===== config.mk =====
export PLATFORM = sky130hd
export DESIGN_NAME = chronos_fetch
export DESIGN_NICKNAME = d
export VERILOG_FILES = /design/src/rtl/chronos_fetch.sv
export SDC_FILE = /design/constraint.sdc
export NUM_CORES = 1
export LEC_CHECK = 0
export CORE_UTILIZATION = 45
export DETAILED_ROUTE_END_ITERATION = 7
export GPL_ROUTABILITY_DRIVEN = 1
export PLACE_DENSITY = 0.7
export SYNTH_ARGS = -nofsm -noshare
export SYNTH_HDL_FRONTEND = slang
export SYNTH_SLANG_ARGS = --single-unit

===== constraint.sdc =====
create_clock -name clk -period 12.6 [get_ports clk]
set_clock_uncertainty 0.2 [all_clocks]
set_input_delay 2.52 -clock clk [delete_from_list [all_inputs] [get_ports clk]]
set_output_delay 2.52 -clock clk [all_outputs]
set_load 0.005 [all_outputs]

===== src/rtl/chronos_fetch.sv =====
// chronos_fetch: instruction-fetch stage of the chronos RV32I core.
//
// Owns the PC, issues word-aligned fetches to instruction memory and buffers
// in-order responses in a 2-entry output queue feeding decode. A redirect
// from execute flushes the queue and turns every outstanding fetch stale.
// Stale responses are then counted down and dropped.
//
// Ports
//   clk             core clock, rising edge
//   rst             asynchronous reset, active low
//   imem_req_valid  fetch request valid
//   imem_req_ready  memory accepts the request
//   imem_req_addr   fetch address, word aligned
//   imem_rsp_valid  in-order response valid (cannot be backpressured)
//   imem_rsp_data   instruction word
//   redirect_valid  control-flow redirect from execute
//   redirect_pc     redirect target (bits [1:0] ignored)
//   dcd_valid       {dcd_pc, dcd_inst} valid to decode
//   dcd_ready       decode accepts
//   dcd_pc          PC of the presented instruction
//   dcd_inst        presented instruction (NOP_INST when not valid)
module chronos_fetch #(
  parameter logic [31:0] RESET_PC = 32'h0000_0000,
  parameter logic [31:0] NOP_INST = 32'h0000_0013
) (
  input  logic        clk,
  input  logic        rst,
  output logic        imem_req_valid,
  input  logic        imem_req_ready,
  output logic [31:0] imem_req_addr,
  input  logic        imem_rsp_valid,
  input  logic [31:0] imem_rsp_data,
  input  logic        redirect_valid,
  input  logic [31:0] redirect_pc,
  output logic        dcd_valid,
  input  logic        dcd_ready,
  output logic [31:0] dcd_pc,
  output logic [31:0] dcd_inst
);

  // Control state
  logic        r_run;
  logic [31:0] r_fetch_pc;
  logic [1:0]  r_count;
  logic [1:0]  r_live;
  logic [1:0]  r_drop;

  // Pending-PC queue (occupancy is r_live) and output queue (occupancy r_count)
  logic [31:0] r_pend0;
  logic [31:0] r_pend1;
  logic [31:0] r_q0_pc;
  logic [31:0] r_q0_inst;
  logic [31:0] r_q1_pc;
  logic [31:0] r_q1_inst;

  logic        w_deq;
  logic        w_acc;
  logic        w_keep;
  logic        w_enq;
  logic        w_stale_rsp;
  logic [2:0]  w_credit;
  logic [31:0] w_redir_pc;

  logic [31:0] w_fetch_pc_n;
  logic [1:0]  w_live_n;
  logic [1:0]  w_drop_n;
  logic [1:0]  w_count_n;
  logic [1:0]  w_cnt_mid;
  logic [1:0]  w_live_after_pop;
  logic [31:0] w_pend0_n;
  logic [31:0] w_pend1_n;
  logic [31:0] w_q0_pc_n;
  logic [31:0] w_q0_inst_n;
  logic [31:0] w_q1_pc_n;
  logic [31:0] w_q1_inst_n;

  assign w_redir_pc  = redirect_pc & 32'hFFFF_FFFC;

  assign dcd_valid   = (r_count != 2'd0) && !redirect_valid;
  assign w_deq       = dcd_valid && dcd_ready;
  assign dcd_pc      = r_q0_pc;
  assign dcd_inst    = dcd_valid ? r_q0_inst : NOP_INST;

  // Credit counts every slot a request could end up needing in the output
  // queue; a dequeue this cycle frees one immediately so 1-cycle memory
  // sustains one fetch per cycle.
  assign w_credit    = {1'b0, r_live} + {1'b0, r_drop} + {1'b0, r_count}
                     - {2'b00, w_deq};
  assign imem_req_valid = r_run && !redirect_valid && (w_credit < 3'd2);
  assign imem_req_addr  = r_fetch_pc;
  assign w_acc       = imem_req_valid && imem_req_ready;

  // A response either belongs to a live request (pops a pending PC) or to a
  // stale one (only decrements the drop count).
  assign w_keep      = imem_rsp_valid && (r_drop == 2'd0);
  assign w_stale_rsp = imem_rsp_valid && (r_drop != 2'd0);
  assign w_enq       = w_keep && !redirect_valid;

  always_comb begin
    w_fetch_pc_n = r_fetch_pc;
    if (redirect_valid) begin
      w_fetch_pc_n = w_redir_pc;
    end else if (w_acc) begin
      w_fetch_pc_n = r_fetch_pc + 32'd4;
    end
  end

  always_comb begin
    w_live_n = r_live + {1'b0, w_acc} - {1'b0, w_keep};
    w_drop_n = r_drop - {1'b0, w_stale_rsp};
    if (redirect_valid) begin
      // Everything still in flight after this cycle's response becomes stale.
      w_live_n = 2'd0;
      w_drop_n = r_drop - {1'b0, w_stale_rsp} + r_live - {1'b0, w_keep};
    end
  end

  always_comb begin
    w_live_after_pop = r_live - {1'b0, w_keep};
    w_pend0_n        = w_keep ? r_pend1 : r_pend0;
    w_pend1_n        = r_pend1;
    if (w_acc) begin
      if (w_live_after_pop == 2'd0) begin
        w_pend0_n = r_fetch_pc;
      end else begin
        w_pend1_n = r_fetch_pc;
      end
    end
  end

  always_comb begin
    w_q0_pc_n   = r_q0_pc;
    w_q0_inst_n = r_q0_inst;
    w_q1_pc_n   = r_q1_pc;
    w_q1_inst_n = r_q1_inst;
    w_cnt_mid   = r_count - {1'b0, w_deq};
    if (w_deq) begin
      w_q0_pc_n   = r_q1_pc;
      w_q0_inst_n = r_q1_inst;
    end
    w_count_n = w_cnt_mid;
    if (w_enq) begin
      if (w_cnt_mid == 2'd0) begin
        w_q0_pc_n   = r_pend0;
        w_q0_inst_n = imem_rsp_data;
      end else begin
        w_q1_pc_n   = r_pend0;
        w_q1_inst_n = imem_rsp_data;
      end
      w_count_n = w_cnt_mid + 2'd1;
    end
    if (redirect_valid) begin
      w_count_n = 2'd0;
    end
  end

  // State registers
  always_ff @(posedge clk or negedge rst) begin
    if (!rst) begin
      r_run      <= 1'b0;
      r_fetch_pc <= RESET_PC;
      r_count    <= 2'd0;
      r_live     <= 2'd0;
      r_drop     <= 2'd0;
      r_q0_pc    <= RESET_PC;
    end else begin
      r_run      <= 1'b1;
      r_fetch_pc <= w_fetch_pc_n;
      r_count    <= w_count_n;
      r_live     <= w_live_n;
      r_drop     <= w_drop_n;
      r_q0_pc    <= w_q0_pc_n;
    end
  end

  // Queue payload; only meaningful while the matching occupancy covers it.
  always_ff @(posedge clk) begin
    r_pend0   <= w_pend0_n;
    r_pend1   <= w_pend1_n;
    r_q0_inst <= w_q0_inst_n;
    r_q1_pc   <= w_q1_pc_n;
    r_q1_inst <= w_q1_inst_n;
  end

  a_no_queue_overflow: assert property (
    @(posedge clk) disable iff (!rst) !(w_enq && (w_cnt_mid == 2'd2)));

endmodule


==> results.py, run 1 <==
metrics = {
    "run_status": {
        "run_status": "complete, no violations",
    },
    "hold_path": {
        "worstHoldPathType": "reg2reg",
    },
    "detailed_routing": {
        "route.detailed.vias_per_inst": 5.22,
        "drt_first_pass_iters": 5,
        "wl_per_cell_um": 16.3,
        "drt_drc_violations_left": 0,
        "routed-via-count": 6670,
        "drtAntennaViolNets": 0,
        "drt_iter0_markers": 388,
        "wl_um": 20800,
    },
    "synthesis": {
        "synth.mux.area_fraction_pct": 7.04,
        "post_synth_instance_area_mm2": 0.00940,
        "synth.most_common_cell": "nor2_1",
        "yosys_most_used_dff": "edfxtp_1",
        "synthXorXnorAreaFrac_pct": 2.29,
        "synth_edf_count": 94,
        "synth_top_area_cell": "edfxtp_1",
        "synth_top_area_share_pct": 30.0,
        "synthSimpleGateAreaFrac_pct": 15.0,
        "synth.top_cells.by_area": "edfxtp_1 30%, dfrtp_1 18%, dfxtp_1 14%, mux2i_1 6.9%, nor2_1 4.4%",
        "ys_seq_area_share_pct": 62.0,
        "synth.cells.most_frequent": "110 x nor2_1, 94 x edfxtp_1, 91 x nand2_1",
        "synth_adder_area_share_pct": 1.41,
        "synthesis.area_per_instance_um2": 11.1,
        "synth_top_family_by_area": "simple AND/OR/NAND/NOR gates",
        "number_of_instances_in_the_synthesized_netlist": 845,
        "synth-compound-area-share_pct": 9.26,
        "synth-async-reset-ratio_pct": 30.4,
        "synth.ff_latch_count": 227,
        "yosys.cell_types.count": 44,
        "synthesis.yosys.warnings": 0,
    },
    "power_and_ir_drop": {
        "leakage_nw": 4.99,
        "intPower_mw": 1.80,
        "swShare_pct": 30.1,
        "clock_power_share_pct": 25.9,
        "share_seq_of_total_power_pct": 45.0,
        "vdd_drop_max_uv": 96.1,
        "p_per_cell_area_mw_per_mm2": 215,
        "netSwitchingPower_mw": 0.774,
        "comb_power_share_pct": 29.2,
    },
    "clocking": {
        "cts_tree": "built",
        "clk_root_buffer_cell": "clkbuf_16",
        "hold_buf_count_cts": 0,
        "cts_repair_resize_count": 0,
        "clock_tree.buffer_depth": 3,
        "clock_insertion_delay_worst_skew_ns": 0.50,
        "post-cts-setup-buffer-count": 0,
        "clock_buffers_created_by_tritoncts": 23,
        "clk_pin_slew_ns": 0.06,
        "cts.sinks": 227,
        "h-tree-depth": 1,
    },
    "timing": {
        "setup_violations": 0,
        "hold_violations": 0,
        "finalSetupTns_ns": 0,
        "maxSlewHeadroom_pct": 27.6,
        "tightest_slew_ns": 1.09,
        "timing_max_transition_violations_final": 0,
        "achievable-frequency_mhz": 116,
        "timing.final.crit_period_ns": 8.63,
        "post-route-period-util_pct": 68.5,
        "setup_repair_after_global_routing_missed_its_margin": "false",
    },
    "worst_setup_path": {
        "critical_path_arrival_ns": 5.91,
        "critPathBufInv": 4,
        "worst_ep_required_time_ns": 9.88,
        "cp_cell_sequence": "buf_2 -> buf_4 -> o21ba_2 -> nand2_4 -> nor2_1 -> fa_1 -> inv_1 -> ha_1 -> xnor3_1 -> nor3_1 -> clkdlybuf4s50_1",
        "cpMaxStageDelayCell": "o21ba_2",
        "critical_path.endpoint_type": "output pin",
        "family_of_cells_with_the_greatest_summed_delay_on_the_critical_path": "buffers and inverters",
        "critPathKind": "in2out",
        "critPathMaxFanout": 56,
        "setup.worst_path.start_class": "input port",
        "cpPeakStageDelay_ns": 0.75,
    },
    "job": {
        "maxCapViolCount": 0,
    },
    "global_routing": {
        "tot_gr_track_use_pct": 19.5,
        "pin_count_of_the_biggest_net_entering_global_routing": 95,
        "globalRoute.totalOverflow": 0,
        "global_route_wire_length_before_repair_um": 33600,
        "number_of_global_route_vias_before_repair": 6379,
        "antenna_found_initial": 0,
    },
    "die": {
        "num_rows": 52,
        "die-height_um": 147,
        "floorplan.io_pins": 168,
        "initial_core_util_pct": 46.2,
        "core_region_area_mm2": 0.0204,
        "die-area_mm2": 0.0215,
        "dieWidth_um": 147,
    },
    "cells_and_area": {
        "syn_to_final_growth_pct": 27.1,
        "instances_no_fill": 1277,
        "num-fill-cells": 1749,
        "fin_nets": 1070,
        "multi_input_comb_area_mm2": 0.00331,
        "drive_gt1_share_pct": 5.66,
        "sequential_cell_area_mm2": 0.00583,
        "antennaDiodeCount": 0,
    },
    "placed_design": {
        "globalplace.congestion": 0.793,
        "post-dp-hpwl_um": 12900,
        "numPortBuffers": 163,
        "numPlacedInstances": 1235,
    },
}
worst reg2reg max path: cells and delay by family (launching register included):
| family | cells | cell delay (ns) |
|---|---|---|
| compound gates | 1 | 0.62 |
| simple gates | 4 | 1.96 |
| flops | 1 | 0.43 |
| xor+xnor | 1 | 0.28 |
| buf+inv | 3 | 0.80 |
| fa+ha+maj | 2 | 0.57 |
final cells by class:
class | instances | share of cell area, %
inverters | 8 | 0.251
clock buffers | 30 | 5.29
multi-input cells | 557 | 27.7
flip-flops and latches | 227 | 48.8
clock inverters | 12 | 0.921
well taps | 270 | 2.83
repair buffers | 173 | 14.2
metrics by stage:
| stage | hold WS (ns) | power [mW] | setup slack, ns | utilization (%) | area, um^2 |
|---|---|---|---|---|---|
| after floorplan | 0.223 | 1.57 | 3.52 | - | 9410 |
| after global placement | 0.237 | 1.90 | 3.97 | 55.0 | 11200 |
| after detailed placement | 0.242 | 1.92 | 3.96 | 55.0 | 11200 |
| after CTS | 0.250 | 2.59 | 3.95 | 58.7 | 12000 |
| after global routing | 0.271 | 2.74 | 3.70 | 58.7 | 12000 |
| final | 0.257 | 2.57 | 3.97 | 58.7 | 12000 |
layer usage:
layer	up-vias	global-route usage [%]	share of wire [%]
li1	3287	-	-
met1	3148	27.8	48
met2	206	30.7	45
met3	29	3.03	5.3
met4	0	5.83	2.0
met5	-	0	0
logic make-up after synthesis:
| kind of cell | count (synthesis) |
|---|---|
| buf+inv | 62 |
| flops | 227 |
| simple gates | 303 |
| mux | 66 |
| fa+ha+maj | 10 |
| other cells | 2 |
| compound gates | 152 |
| xor+xnor | 23 |
placed cells by master (no fill, tap or decap), types with 15 or more instances in the layout:
cell type and n:
clkdlybuf4s50_1 161, xor2_1 15, a21oi_1 73, and2_1 32, mux2i_1 65, nor2_1 109, nand2_1 90, o21ai_0 29
dfrtp_1 69, edfxtp_1 94, dfxtp_1 64, nand4_1 16, a31oi_1 33, clkbuf_16 23
power groups by stage:
| stage | Combinational, mW | Sequential (mW) | Clock (mW) |
|---|---|---|---|
| after CTS | 0.759 | 1.16 | 0.678 |
| final | 0.751 | 1.16 | 0.665 |
| after global placement | 0.733 | 1.16 | 0 |
| after floorplan | 0.447 | 1.13 | 0 |
| after detailed placement | 0.752 | 1.17 | 0 |
| after global routing | 0.842 | 1.19 | 0.707 |
flip-flops by register name (all words and copies together), names as in the netlist:
signal	count
dcd_pc	32
imem_req_addr	30
r_count	2
r_pend1	30
r_drop	2
r_live	2
r_run	1
r_q0_inst	32
r_q1_pc	32
r_pend0	32
r_q1_inst	32
final timing paths:
| kind | startpoint | end | slack, ns | depth (start not counted) |
|---|---|---|---|---|
| max | redirect_valid | imem_req_valid | 3.97 | 11 |
| min | r_pend0[17] | r_q1_pc[17] | 0.26 | 0 |
| max reg2reg | r_count[0] | r_pend1[6] | 7.44 | 11 |
| min reg2reg | r_pend0[17] | r_q1_pc[17] | 0.26 | 0 |
| max in group asynchronous | rst | dcd_pc[31] | 9.55 | 2 |
| min in group asynchronous | rst | dcd_pc[30] | 2.04 | 2 |
Note: power is estimated with default switching activity, not from simulation.
==> run 2, diff against run 1 <==
--- a/config.mk
+++ b/config.mk
@@ -8,7 +8,7 @@
 export CORE_UTILIZATION = 45
 export DETAILED_ROUTE_END_ITERATION = 7
 export GPL_ROUTABILITY_DRIVEN = 1
-export PLACE_DENSITY = 0.7
+export PLACE_DENSITY = 0.73
 export SYNTH_ARGS = -nofsm -noshare
 export SYNTH_HDL_FRONTEND = slang
 export SYNTH_SLANG_ARGS = --single-unit
==> constraint.sdc (replaced) <==
create_clock -name clk -period 7.9 [get_ports clk]
set_clock_uncertainty 0.2 [all_clocks]
set_input_delay 1.58 -clock clk [delete_from_list [all_inputs] [get_ports clk]]
set_output_delay 1.58 -clock clk [all_outputs]
set_load 0.005 [all_outputs]
==> results.py, run 2 (synthesis results as in run 1) <==
metrics = {
    "worst_setup_path": {
        "critical_path_arrival_ns": 4.81,
        "critPathMaxFanout": 34,
        "critical_path.endpoint_type": "output pin",
        "worst_ep_required_time_ns": 6.12,
        "critPathBufInv": 3,
        "cpMaxStageDelayCell": "o21ba_2",
        "critPathKind": "in2out",
        "cp_cell_sequence": "buf_2 -> o21ba_2 -> nand2_4 -> nor2_1 -> fa_1 -> inv_1 -> ha_1 -> xnor3_1 -> nor3_1 -> clkdlybuf4s50_1",
        "setup.worst_path.start_class": "input port",
        "cpPeakStageDelay_ns": 0.67,
        "family_of_cells_with_the_greatest_summed_delay_on_the_critical_path": "simple AND/OR/NAND/NOR gates",
    },
    "clocking": {
        "hold_buf_count_cts": 0,
        "clock_insertion_delay_worst_skew_ns": 0.50,
        "h-tree-depth": 1,
        "clock_buffers_created_by_tritoncts": 23,
        "clk_pin_slew_ns": 0.06,
        "cts_repair_resize_count": 0,
        "cts_tree": "built",
        "clock_tree.buffer_depth": 3,
        "post-cts-setup-buffer-count": 0,
        "clk_root_buffer_cell": "clkbuf_16",
        "cts.sinks": 227,
    },
    "global_routing": {
        "globalRoute.totalOverflow": 0,
        "global_route_wire_length_before_repair_um": 33400,
        "tot_gr_track_use_pct": 19.4,
        "pin_count_of_the_biggest_net_entering_global_routing": 111,
        "antenna_found_initial": 0,
        "number_of_global_route_vias_before_repair": 6415,
    },
    "timing": {
        "finalSetupTns_ns": 0,
        "timing_max_transition_violations_final": 0,
        "timing.final.crit_period_ns": 6.59,
        "setup_repair_after_global_routing_missed_its_margin": "false",
        "setup_violations": 0,
        "maxSlewHeadroom_pct": 27.7,
        "achievable-frequency_mhz": 152,
        "setup_ws_ns": 1.31,
        "post-route-period-util_pct": 83.5,
        "hold_violations": 0,
        "tightest_slew_ns": 1.08,
    },
    "cells_and_area": {
        "layout.cells.most_common_list": "161 x clkdlybuf4s50_1, 109 x nor2_1, 94 x edfxtp_1",
        "syn_to_final_growth_pct": 27.6,
        "fin_nets": 1069,
        "instances_no_fill": 1276,
        "layout.cells.most_common": "clkdlybuf4s50_1",
        "drive_gt1_share_pct": 5.77,
        "antennaDiodeCount": 0,
    },
    "detailed_routing": {
        "wl_um": 20700,
        "drt_drc_violations_left": 0,
        "drt_iter0_markers": 324,
        "drt_first_pass_iters": 5,
        "drtAntennaViolNets": 0,
        "routed-via-count": 6639,
        "route.detailed.vias_per_inst": 5.20,
        "wl_per_cell_um": 16.2,
    },
    "power_and_ir_drop": {
        "vdd_drop_max_uv": 185,
        "p_per_cell_area_mw_per_mm2": 345,
        "leakage_nw": 5.02,
    },
    "run_status": {
        "run_status": "complete, no violations",
    },
    "die": {
        "die-area_mm2": 0.0215,
        "dieWidth_um": 147,
        "die-height_um": 147,
        "core_region_area_mm2": 0.0204,
        "num_rows": 52,
        "initial_core_util_pct": 46.2,
        "floorplan.io_pins": 168,
    },
    "placed_design": {
        "detailedPlace.worstSlack_ns": 1.31,
        "post-dp-hpwl_um": 13000,
        "numPlacedInstances": 1234,
        "numPortBuffers": 163,
        "globalplace.congestion": 0.828,
    },
    "hold_path": {
        "worstHoldPathType": "reg2reg",
    },
    "job": {
        "maxCapViolCount": 0,
    },
}
-- run 2: cell types whose count changed in the layout (fill, tap and decap cells not counted), sizes merged --
cell | before | now
clkinv | 8 | 5
clkbuf | 30 | 33
buf | 12 | 11
-- run 2: where the power goes --
group          switching (mW)  internal (mW)  leakage (nW)
sequential              0.247           1.60          2.21
clock                   0.435          0.654         0.376
combinational           0.556          0.648          2.44
total                    1.24           2.90          5.02
-- run 2: final cells by class --
cell class / instances / area, um^2
Multi-Input combinational cell: 557 / 3320
Fill cell: 1709 / 8360
Sequential cell: 227 / 5830
Clock inverter: 9 / 101
Clock buffer: 33 / 666
Inverter: 8 / 30.0
Timing Repair Buffer: 172 / 1710
Tap cell: 270 / 338
-- run 2: metrics by stage --
stage / cell area, um^2 / hold WS (ns) / power, mW / utilization, %
after floorplan: 9410 / 0.223 / 2.51 / -
after global placement: 11200 / 0.238 / 3.03 / 55.2
after detailed placement: 11200 / 0.241 / 3.07 / 55.2
after CTS: 12000 / 0.255 / 4.17 / 58.9
after global routing: 12000 / 0.261 / 4.39 / 58.9
final: 12000 / 0.255 / 4.14 / 58.9
-- run 2: worst paths after layout --
kind                           startpoint           endpoint  slack (ns)  cells past startpoint
hold / removal                 r_pend0[3]         r_q1_pc[3]        0.25                      0
hold reg to reg                r_pend0[3]         r_q1_pc[3]        0.25                      0
min in group asynchronous             rst  imem_req_addr[24]        1.11                      2
setup reg to reg               r_count[0]         r_pend0[5]        2.91                     13
setup / recovery           redirect_valid     imem_req_valid        1.31                     10
max in group asynchronous             rst   imem_req_addr[5]        5.76                      2
-- run 2: metal layers --
| metal | track usage [%] | wire length (um) |
|---|---|---|
| met1 | 27.1 | 9800 |
| met2 | 30.6 | 9170 |
| met3 | 3.69 | 1320 |
| met4 | 5.73 | 414 |
| met5 | 0 | 0 |
==> run 3, diff against run 2 <==
==> constraint.sdc (replaced) <==
create_clock -name clk -period 5.5 [get_ports clk]
set_clock_uncertainty 0.2 [all_clocks]
set_input_delay 1.1 -clock clk [delete_from_list [all_inputs] [get_ports clk]]
set_output_delay 1.1 -clock clk [all_outputs]
set_load 0.005 [all_outputs]
==> results.py, run 3 (synthesis results as in run 1) <==
metrics = {
    "run_status": {
        "run_status": "complete, no violations",
    },
    "cells_and_area": {
        "syn_to_final_growth_pct": 27.4,
        "fin_nets": 1074,
        "layout.cells.most_common": "clkdlybuf4s50_1",
        "drive_gt1_share_pct": 5.93,
        "num-fill-cells": 1697,
        "antennaDiodeCount": 0,
        "layout.cells.most_common_list": "161 x clkdlybuf4s50_1, 109 x nor2_1, 94 x edfxtp_1",
    },
    "die": {
        "core_region_area_mm2": 0.0204,
        "initial_core_util_pct": 46.2,
        "floorplan.io_pins": 168,
        "dieWidth_um": 147,
        "num_rows": 52,
        "die-area_mm2": 0.0215,
        "die-height_um": 147,
    },
    "timing": {
        "setup_violations": 0,
        "finalSetupTns_ns": 0,
        "timing.final.crit_period_ns": 4.92,
        "tightest_slew_ns": 1.05,
        "setup_repair_after_global_routing_missed_its_margin": "false",
        "achievable-frequency_mhz": 203,
        "post-route-period-util_pct": 89.5,
        "timing_max_transition_violations_final": 0,
        "setup_ws_ns": 0.578,
        "hold_violations": 0,
        "maxSlewHeadroom_pct": 30.3,
    },
    "clocking": {
        "hold_buf_count_cts": 0,
        "h-tree-depth": 1,
        "clk_root_buffer_cell": "clkbuf_16",
        "post-cts-setup-buffer-count": 0,
        "cts_tree": "built",
        "clock_buffers_created_by_tritoncts": 24,
        "clock_insertion_delay_worst_skew_ns": 0.51,
        "cts_repair_resize_count": 0,
        "clk_pin_slew_ns": 0.06,
        "clock_tree.buffer_depth": 3,
        "cts.sinks": 227,
    },
    "detailed_routing": {
        "drt_iter0_markers": 347,
        "route.detailed.vias_per_inst": 5.23,
        "drt_drc_violations_left": 0,
        "routed-via-count": 6701,
        "drtAntennaViolNets": 0,
        "wl_per_cell_um": 16.2,
        "drt_first_pass_iters": 5,
        "wl_um": 20700,
    },
    "power_and_ir_drop": {
        "finalPower_mw": 5.88,
        "vdd_drop_max_uv": 203,
        "p_per_cell_area_mw_per_mm2": 490,
        "comb_power_share_pct": 29.5,
        "swShare_pct": 30.3,
        "netSwitchingPower_mw": 1.78,
        "share_seq_of_total_power_pct": 45.1,
        "clock_power_share_pct": 25.4,
        "leakage_nw": 5.01,
        "intPower_mw": 4.09,
    },
    "placed_design": {
        "globalplace.congestion": 0.805,
        "detailedPlace.worstSlack_ns": 0.481,
        "numPortBuffers": 163,
        "post-dp-hpwl_um": 13000,
    },
    "worst_setup_path": {
        "critical_path_arrival_ns": 3.62,
        "critical_path.endpoint_type": "output pin",
        "setup.worst_path.start_class": "input port",
        "critPathKind": "in2out",
        "critPathMaxFanout": 3,
        "reg2reg_setup_slack_ns": 1.39,
        "worst_ep_required_time_ns": 4.20,
    },
    "global_routing": {
        "antenna_found_initial": 0,
        "tot_gr_track_use_pct": 19.4,
        "globalRoute.totalOverflow": 0,
        "number_of_global_route_vias_before_repair": 6600,
        "pin_count_of_the_biggest_net_entering_global_routing": 129,
        "global_route_wire_length_before_repair_um": 33700,
    },
    "hold_path": {
        "worstHoldPathType": "reg2reg",
    },
    "job": {
        "maxCapViolCount": 0,
    },
}
## run 3: cell types whose count changed in the layout (fill, tap and decap cells not counted), sizes merged
cell / delta
clkinvlp: +2
bufinv: -2
buf: +4
clkinv: -1
clkbuf: +4
inv: -1
## run 3: power groups by stage
stage	Combinational, mW	Sequential, mW	Clock (mW)
floorplan	1.03	2.58	0
global placement	1.69	2.66	0
detailed placement	1.74	2.68	0
CTS	1.75	2.65	1.52
global route	1.93	2.72	1.59
finish	1.73	2.65	1.49
## run 3: final timing paths
path / startpoint / to / cells after the start
min in group asynchronous: rst / dcd_pc[23] / 1
setup reg to reg: r_count[0] / r_pend0[20] / 12
hold / removal: r_pend0[11] / r_q1_pc[11] / 0
max in group asynchronous: rst / imem_req_addr[4] / 2
hold reg to reg: r_pend0[11] / r_q1_pc[11] / 0
setup / recovery: dcd_ready / imem_req_valid / 9
## run 3: critical path, stage by stage
cell	delay, ns
clkdlybuf4s50_1	0.53
nand2_4	0.08
nor2_1	0.13
fa_1	0.44
inv_1	0.07
ha_1	0.16
xnor3_1	0.28
nor3_1	0.28
clkdlybuf4s50_1	0.55
## run 3: routing by layer
| metal | vias to the layer above | part of all wire, % | global-route usage, % | routed length, um |
|---|---|---|---|---|
| met4 | 0 | 1.6 | 5.05 | 333 |
| met5 | - | 0 | 0 | 0 |
| li1 | 3291 | - | - | - |
| met2 | 242 | 46 | 31.6 | 9590 |
| met1 | 3140 | 46 | 27.0 | 9500 |
| met3 | 28 | 6.2 | 3.00 | 1290 |
## run 3: per-stage QoR
stage               util, %  hold WS, ns  cells  area [um^2]
finish                 58.8        0.259   1282        12000
global route           58.8        0.269   1282        12000
CTS                    58.8        0.256   1282        12000
detailed placement     55.2        0.243   1238        11300
global placement       55.2        0.238   1238        11300
floorplan                 -        0.223    846         9420
## run 3: cell type report
| cell class | count | area (um^2) | share of cell area, % |
|---|---|---|---|
| inverter | 8 | 30.0 | 0.251 |
| clock inverter | 7 | 41.3 | 0.345 |
| multi-input combinational | 557 | 3320 | 27.7 |
| clock buffer | 37 | 691 | 5.76 |
| timing repair buffer | 176 | 1730 | 14.5 |
| sequential | 227 | 5830 | 48.7 |
| tap | 270 | 338 | 2.82 |
